[src/rtl/decoder_scan_nx.sv]
// rtl/decoder_scan_nx.sv - N-to-2^N one-hot decoder with registered output, enable and autonomous scan
//
// Purpose:
//   Drives one of 2^N load-select lines (digit selects, row strobes).
//   DIRECT mode decodes i with one cycle of latency. SCAN mode walks the
//   active line through every index, holding each for dwell+1 cycles.
//   All outputs are registered; no input reaches an output combinationally.
//
// Ports:
//   clk    in   1          rising-edge clock
//   rst_n  in   1          asynchronous active-low reset
//   en     in   1          output enable; 0 forces d to all-zero, idx/cnt hold
//   mode   in   1          0 = direct decode, 1 = scan
//   i      in   N          direct select / scan load index
//   load   in   1          scan only: restart the scan at i
//   dwell  in   DWELL_W    each scan index is held dwell+1 cycles
//   d      out  2^N        registered one-hot output
//   idx    out  N          current index register
//   wrap   out  1          one-cycle pulse when the scan wraps 2^N-1 -> 0

module decoder_scan_nx #(
   parameter int N       = 2,
   parameter int DWELL_W = 8
) (
   input  logic                 clk,
   input  logic                 rst_n,
   input  logic                 en,
   input  logic                 mode,
   input  logic [N-1:0]         i,
   input  logic                 load,
   input  logic [DWELL_W-1:0]   dwell,
   output logic [(1<<N)-1:0]    d,
   output logic [N-1:0]         idx,
   output logic                 wrap
);

   localparam int LINES = 1 << N;
   localparam logic [N-1:0]       IDX_LAST = '1;
   localparam logic [DWELL_W-1:0] CNT_MAX  = '1;

   typedef enum logic [1:0] {
      ST_OFF    = 2'd0,
      ST_DIRECT = 2'd1,
      ST_SCAN   = 2'd2
   } state_t;

   state_t             state;
   logic [DWELL_W-1:0] cnt;

   logic [N-1:0]       scan_idx;
   logic [DWELL_W-1:0] scan_cnt;
   logic               scan_wrap;
   logic               advance;

   function automatic logic [LINES-1:0] onehot(input logic [N-1:0] sel);
      logic [LINES-1:0] v;
      v      = '0;
      v[sel] = 1'b1;
      return v;
   endfunction

   // Operating state is purely a decode of en/mode; there is no stored FSM
   // state, so a mode change takes effect on the very next edge.
   always_comb begin
      state = ST_OFF;
      if (en) begin
         state = mode ? ST_SCAN : ST_DIRECT;
      end
   end

   // Greater-or-equal rather than equality: lowering dwell below the current
   // count forces an advance on the next edge instead of stalling the scan.
   assign advance = (cnt >= dwell);

   always_comb begin
      scan_idx  = idx;
      scan_cnt  = cnt;
      scan_wrap = 1'b0;
      if (load) begin
         scan_idx = i;
         scan_cnt = '0;
      end else if (advance) begin
         scan_idx  = idx + 1'b1;
         scan_cnt  = '0;
         scan_wrap = (idx == IDX_LAST);
      end else if (cnt != CNT_MAX) begin
         // cnt < dwell <= CNT_MAX here, so the guard never blocks a real
         // increment; it only documents that cnt cannot roll over.
         scan_cnt = cnt + 1'b1;
      end
   end

   always_ff @(posedge clk or negedge rst_n) begin
      if (!rst_n) begin
         d    <= '0;
         idx  <= '0;
         cnt  <= '0;
         wrap <= 1'b0;
      end else begin
         case (state)
            ST_DIRECT: begin
               idx  <= i;
               cnt  <= '0;
               wrap <= 1'b0;
               d    <= onehot(i);
            end
            ST_SCAN: begin
               idx  <= scan_idx;
               cnt  <= scan_cnt;
               wrap <= scan_wrap;
               d    <= onehot(scan_idx);
            end
            default: begin
               // OFF: blank the output but keep idx/cnt so the scan resumes
               // exactly where it paused.
               d    <= '0;
               wrap <= 1'b0;
            end
         endcase
      end
   end

endmodule

[config.mk]
export PLATFORM = sky130hd
export DESIGN_NAME = decoder_scan_nx
export DESIGN_NICKNAME = d
export VERILOG_FILES = /design/src/rtl/decoder_scan_nx.sv
export SDC_FILE = /design/constraint.sdc
export NUM_CORES = 1
export LEC_CHECK = 0
export ABC_CLOCK_PERIOD_IN_PS = 3100
export CAP_MARGIN = 20
export CORE_MARGIN = 2
export CORE_UTILIZATION = 43
export CTS_CLUSTER_SIZE = 10
export DETAILED_ROUTE_END_ITERATION = 10
export GPL_TIMING_DRIVEN = 0
export PLACE_DENSITY = 0.7
export SYNTH_ARGS = -nofsm -noshare
export SYNTH_HDL_FRONTEND = slang
export SYNTH_SLANG_ARGS = --single-unit
export TNS_END_PERCENT = 10
[constraint.sdc]
create_clock -name clk -period 3.1 [get_ports clk]
set_input_delay 0.465 -clock clk [delete_from_list [all_inputs] [get_ports clk]]
set_output_delay 0.465 -clock clk [all_outputs]
set_load 0.01 [all_outputs]
==> out/metrics.yaml, run 1 <==
insertion_delay_ns: 0.29
p_leak_uw: 0.000606
reg2regPathDepth: 8
core_um2: 2210
setup-violations-final: 0
root_buffer: "clkbuf_4"
cp_max_fo: 10
period_needed_ns: 2.69
cts_setup_buffers: 0
syn_area_per_cell_um2: 9.29
period_share: 0.868
final_nets: 159
synth_top_area_frac: 0.374
fin_tns_setup_ns: 0
ys_seq_elements: 15
drtIter0Drc: 23
synthTopCellsByArea: "dfrtp_1 (37%), ha_1 (12%), inv_1 (5.6%)"
fmax_mhz: 372
drc: 0
hold_buffers: 0
post_dp_cell_area_um2: 1250
layout_commonest_cell: "clkdlybuf4s50_1"
start_util: 0.454
design_area_um2: 1280
first_pass_iters: 4
r2r-end: "cnt[4]"
worst_ir_drop_vdd_uv: 331
grt_pass1_wl_um: 3560
synth_top_cell_by_area: "dfrtp_1"
critPathCaptureType: "flip-flop"
required_ns: 3.32
die_w_um: 52.3
post_cts_resized: 0
overflow: 0
synth.yosys.seq_area_share: 0.374
vias: 892
die-area_um2: 2740
synth_warnings: 0
regToRegSetupSlack_ns: 0.67
grt_usage: 0.175
synthDistinctLibCells: 34
syn_area_um2: 1000
htreeDepth: 1
grt_max_degree: 16
p_per_area_nw_per_um2: 318
antenna_found_initial: 0
critPathKind: "input pin to flip-flop"
tightest_slew_ns: 0.690
slew_headroom: 0.538
cts.path.max_buffers: 2
synth_nets: 133
finalHoldViolCount: 0
crit_path_start_kind: "input pin"
place_hpwl_um: 1660
fin_util: 0.577
port_buffers: 21
cts_buffers: 3
skew_ns: 0.00897
via_per_inst: 5.54
drv_slew: 0
worst_ep_arrival_time_ns: 2.91
status: "complete, no violations"
netlist_instances: 108
clkSlewWorstSetupHoldPaths_ns: 0.10
fill_cells: 210
final_antenna_net_count: 0
areaGrowthSynthToFinish_pct: 27.2
rsz0062_at_grt: "false"
n_antenna_cell: 0
cts.sinks: 15
timing.rr.start: "cnt[2]"
grt_pass1_vias: 847
die_h_um: 52.3
wl_per_cell_um: 12.9
cts_tree: "yes"
ios: 22
hp-class: "input pin to async pin"
maxCapViolCount: 0
rows: 17
drive_gt1_frac: 0.0827
routabilityCongestion: 0.800
totalWireLength_um: 2080
final_cell_mix: "clkdlybuf4s50_1 (21), inv_1 (15), dfrtp_1 (15), ha_1 (10), o21ai_0 (8)"
cells in the mapped netlist:
library cell / number
and3_4: 1
o221ai_1: 1
nor2b_1: 1
a31oi_4: 1
a21oi_1: 7
ha_1: 10
nand2_1: 7
and3_2: 1
nand4_1: 3
o31a_2: 1
nor3_1: 1
or2b_1: 1
or4_1: 1
clkinv_1: 1
a2bb2o_1: 1
buf_2: 1
o211ai_1: 2
a221o_1: 2
a21o_1: 1
nor4_1: 1
o2bb2ai_1: 1
dfrtp_1: 15
o32ai_2: 1
o21ai_0: 8
nor2_1: 4
nand3_1: 2
o32ai_1: 1
and3_1: 3
o31ai_1: 4
a211oi_1: 1
inv_1: 15
o211a_1: 1
or3_1: 6
or4_4: 1
flip-flops by register name, indices dropped and copies added, names as in the netlist:
register  count
idx           2
wrap          1
d             4
cnt           8
worst max path at each step:
stage / from / end / slack, ns / cells after the start
2_1_floorplan: dwell[7] / d[3] / 0.71 / 7
3_3_place_gp: dwell[6] / d[3] / 0.14 / 8
3_5_place_dp: dwell[7] / d[3] / 0.11 / 8
4_1_cts: dwell[2] / cnt[7] / 0.41 / 10
5_1_grt: dwell[2] / cnt[4] / 0.26 / 10
6_report: dwell[2] / cnt[4] / 0.41 / 10
final cells by class:
class                           instances  area, um2  share of cell area
Buffer                                  1       5.00             0.00392
Clock buffer                            3       22.5              0.0176
Sequential cell                        15        375               0.294
Clock inverter                          1       5.00             0.00392
Multi-Input combinational cell         76        563               0.441
Timing Repair Buffer                   21        210               0.165
Inverter                               16       60.1              0.0471
Tap cell                               28       35.0              0.0275
layer usage:
metal,GRT usage,part of all wire,vias to the layer above
li1,-,-,449
met1,0.232,0.48,424
met2,0.275,0.47,17
met3,0.0600,0.043,2
met4,0.0342,0.0058,0
met5,0,0,-
report_power, final:
| part | switching (uW) | internal (uW) | total, uW | leakage [uW] |
|---|---|---|---|---|
| registers | 6.38 | 203 | 209 | 0.000204 |
| clock network | 64.5 | 47.9 | 112 | 0.0000177 |
| logic | 38.3 | 45.9 | 84.3 | 0.000385 |
per-stage QoR:
stage	cells	setup slack (ns)	hold slack, ns	total power (uW)
after CTS	161	0.408	0.603	413
after detailed placement	157	0.113	0.580	298
after global routing	161	0.261	0.627	428
after floorplan	108	0.706	0.169	251
final	161	0.409	0.585	406
after global placement	157	0.143	0.551	295
worst max-delay path, stage by stage:
cell	delay [ns]
clkdlybuf4s50_1	0.46
inv_1	0.04
ha_1	0.30
and3_1	0.18
o21ai_0	0.28
a31oi_4	0.16
nor3_1	0.46
buf_2	0.30
o21ai_0	0.11
a21oi_1	0.14
logic make-up after synthesis:
family	after synthesis	synth area share
compound gates	33	0.248
fa+ha+maj	10	0.125
buf+inv	17	0.0648
flops	15	0.374
simple gates	33	0.188
Note: power is estimated with default switching activity, not from simulation.
==> run 2: changes to the inputs <==
PLACE_DENSITY = 0.69   (was 0.7)
==> run 2 against run 1 <==
  * Via count fell by 0.34%
  * Clock power is essentially flat
  * Utilization is the same
  * Combinational power down 1%
  * Count of clock-buffer cells in the layout is the same
  * Final cell count stayed put
  * Wire length increased by 2.0%
  * Hold slack better by 0.0049 ns
  * Critical endpoint is now cnt[3]
==> out/metrics.yaml, run 2 (synthesis results as in run 1) <==
final_antenna_net_count: 0
regMostFlops: "cnt"
drtIter0Drc: 8
clkSlewWorstSetupHoldPaths_ns: 0.09
rsz0062_at_grt: "false"
fmax_mhz: 369
place_hpwl_um: 1680
largest_register_ff_count: 8
first_pass_iters: 4
maxCapViolCount: 0
drv_slew: 0
cts_tree: "yes"
ios: 22
r2r-end: "cnt[3]"
cts_buffers: 3
finalHoldViolCount: 0
vias: 889
hp-class: "input pin to async pin"
start_util: 0.454
insertion_delay_ns: 0.28
overflow: 0
core_um2: 2210
p_sw_frac: 0.264
final_nets: 159
die_w_um: 52.3
grt_pass1_wl_um: 3660
worst_ir_drop_vdd_uv: 258
rows: 17
die-area_um2: 2740
cp_max_fo: 10
timing.rr.start: "cnt[5]"
setup-violations-final: 0
grt_max_degree: 16
pre_cts_slack_ns: 0.0978
cts_setup_buffers: 0
regToRegSetupSlack_ns: 0.64
post_cts_resized: 0
cts.sinks: 15
setup_ws_ns: 0.391
reg.largest.list: "cnt x8, d x4, idx x2"
status: "complete, no violations"
worst_ep_arrival_time_ns: 2.91
reg2regPathDepth: 7
totalWireLength_um: 2120
routabilityCongestion: 0.841
p_int_uw: 297
p_per_area_nw_per_um2: 316
fin_tns_setup_ns: 0
p_leak_uw: 0.000606
period_share: 0.874
comb_power_share: 0.206
root_buffer: "clkbuf_4"
cts.path.max_buffers: 2
wl_per_cell_um: 13.2
layout_commonest_cell: "clkdlybuf4s50_1"
htreeDepth: 1
n_antenna_cell: 0
p_sw_uw: 107
grt_pass1_vias: 862
final_cell_mix: "clkdlybuf4s50_1 (21), inv_1 (15), dfrtp_1 (15), ha_1 (10), o21ai_0 (8)"
antenna_found_initial: 0
port_buffers: 21
die_h_um: 52.3
pwr-share-seq: 0.518
hold_buffers: 0
period_needed_ns: 2.71
tightest_slew_ns: 0.683
skew_ns: 0.00328
areaGrowthSynthToFinish_pct: 27.2
crit_path_start_kind: "input pin"
critPathCaptureType: "flip-flop"
drc: 0
grt_usage: 0.184
required_ns: 3.30
drive_gt1_frac: 0.0827
slew_headroom: 0.544
critPathKind: "input pin to flip-flop"
via_per_inst: 5.52
clockPowerShare: 0.275
run 2: cell counts in the layout (fill, tap and decap cells not counted):
No cell type changed its count.
run 2: stage by stage:
stage / total power, uW / instance area [um2] / hold slack (ns) / cells / util
6_report: 403 / 1280 / 0.590 / 161 / 0.577
5_1_grt: 437 / 1280 / 0.622 / 161 / 0.577
4_1_cts: 411 / 1280 / 0.595 / 161 / 0.577
3_5_place_dp: 297 / 1250 / 0.582 / 157 / 0.564
3_3_place_gp: 295 / 1250 / 0.553 / 157 / 0.564
2_1_floorplan: 251 / 1000 / 0.169 / 108 / -
run 2: layout make-up:
cell class | count | area (um2)
Fill cell | 197 | 936
Multi-Input combinational cell | 76 | 563
Sequential cell | 15 | 375
Timing Repair Buffer | 21 | 210
Inverter | 16 | 60.1
Tap cell | 28 | 35.0
Clock buffer | 3 | 22.5
Clock inverter | 1 | 5.00
Buffer | 1 | 5.00
run 2: worst max-delay path by stage:
| stage | startpoint | endpoint | slack, ns |
|---|---|---|---|
| final | dwell[2] | cnt[3] | 0.39 |
| after global routing | dwell[2] | cnt[5] | 0.17 |
| after CTS | dwell[2] | cnt[3] | 0.39 |
| after detailed placement | dwell[2] | cnt[3] | 0.1 |
| after global placement | dwell[7] | d[3] | 0.15 |
| after floorplan | dwell[7] | d[3] | 0.71 |
run 2: per-layer routing:
layer | routed length, um | vias to the layer above | track usage
met5 | 0 | - | 0
li1 | - | 455 | -
met4 | 17 | 0 | 0.103
met2 | 1020 | 11 | 0.300
met3 | 46 | 2 | 0.0257
met1 | 1030 | 421 | 0.233
run 2: power groups by stage:
| stage | Clock, uW | Combinational (uW) | Sequential, uW |
|---|---|---|---|
| finish | 111 | 83.3 | 209 |
| global route | 133 | 93.7 | 210 |
| CTS | 118 | 84.5 | 209 |
| detailed placement | 0 | 83.9 | 213 |
| global placement | 0 | 82.9 | 212 |
| floorplan | 0 | 35.9 | 215 |
run 2: critical path, stage by stage:
cell and delay, ns:
clkdlybuf4s50_1 0.45, inv_1 0.04, ha_1 0.30, and3_1 0.19, o21ai_0 0.28, a31oi_4 0.17
nor3_1 0.46, buf_2 0.30, o21ai_0 0.11, a21oi_1 0.15
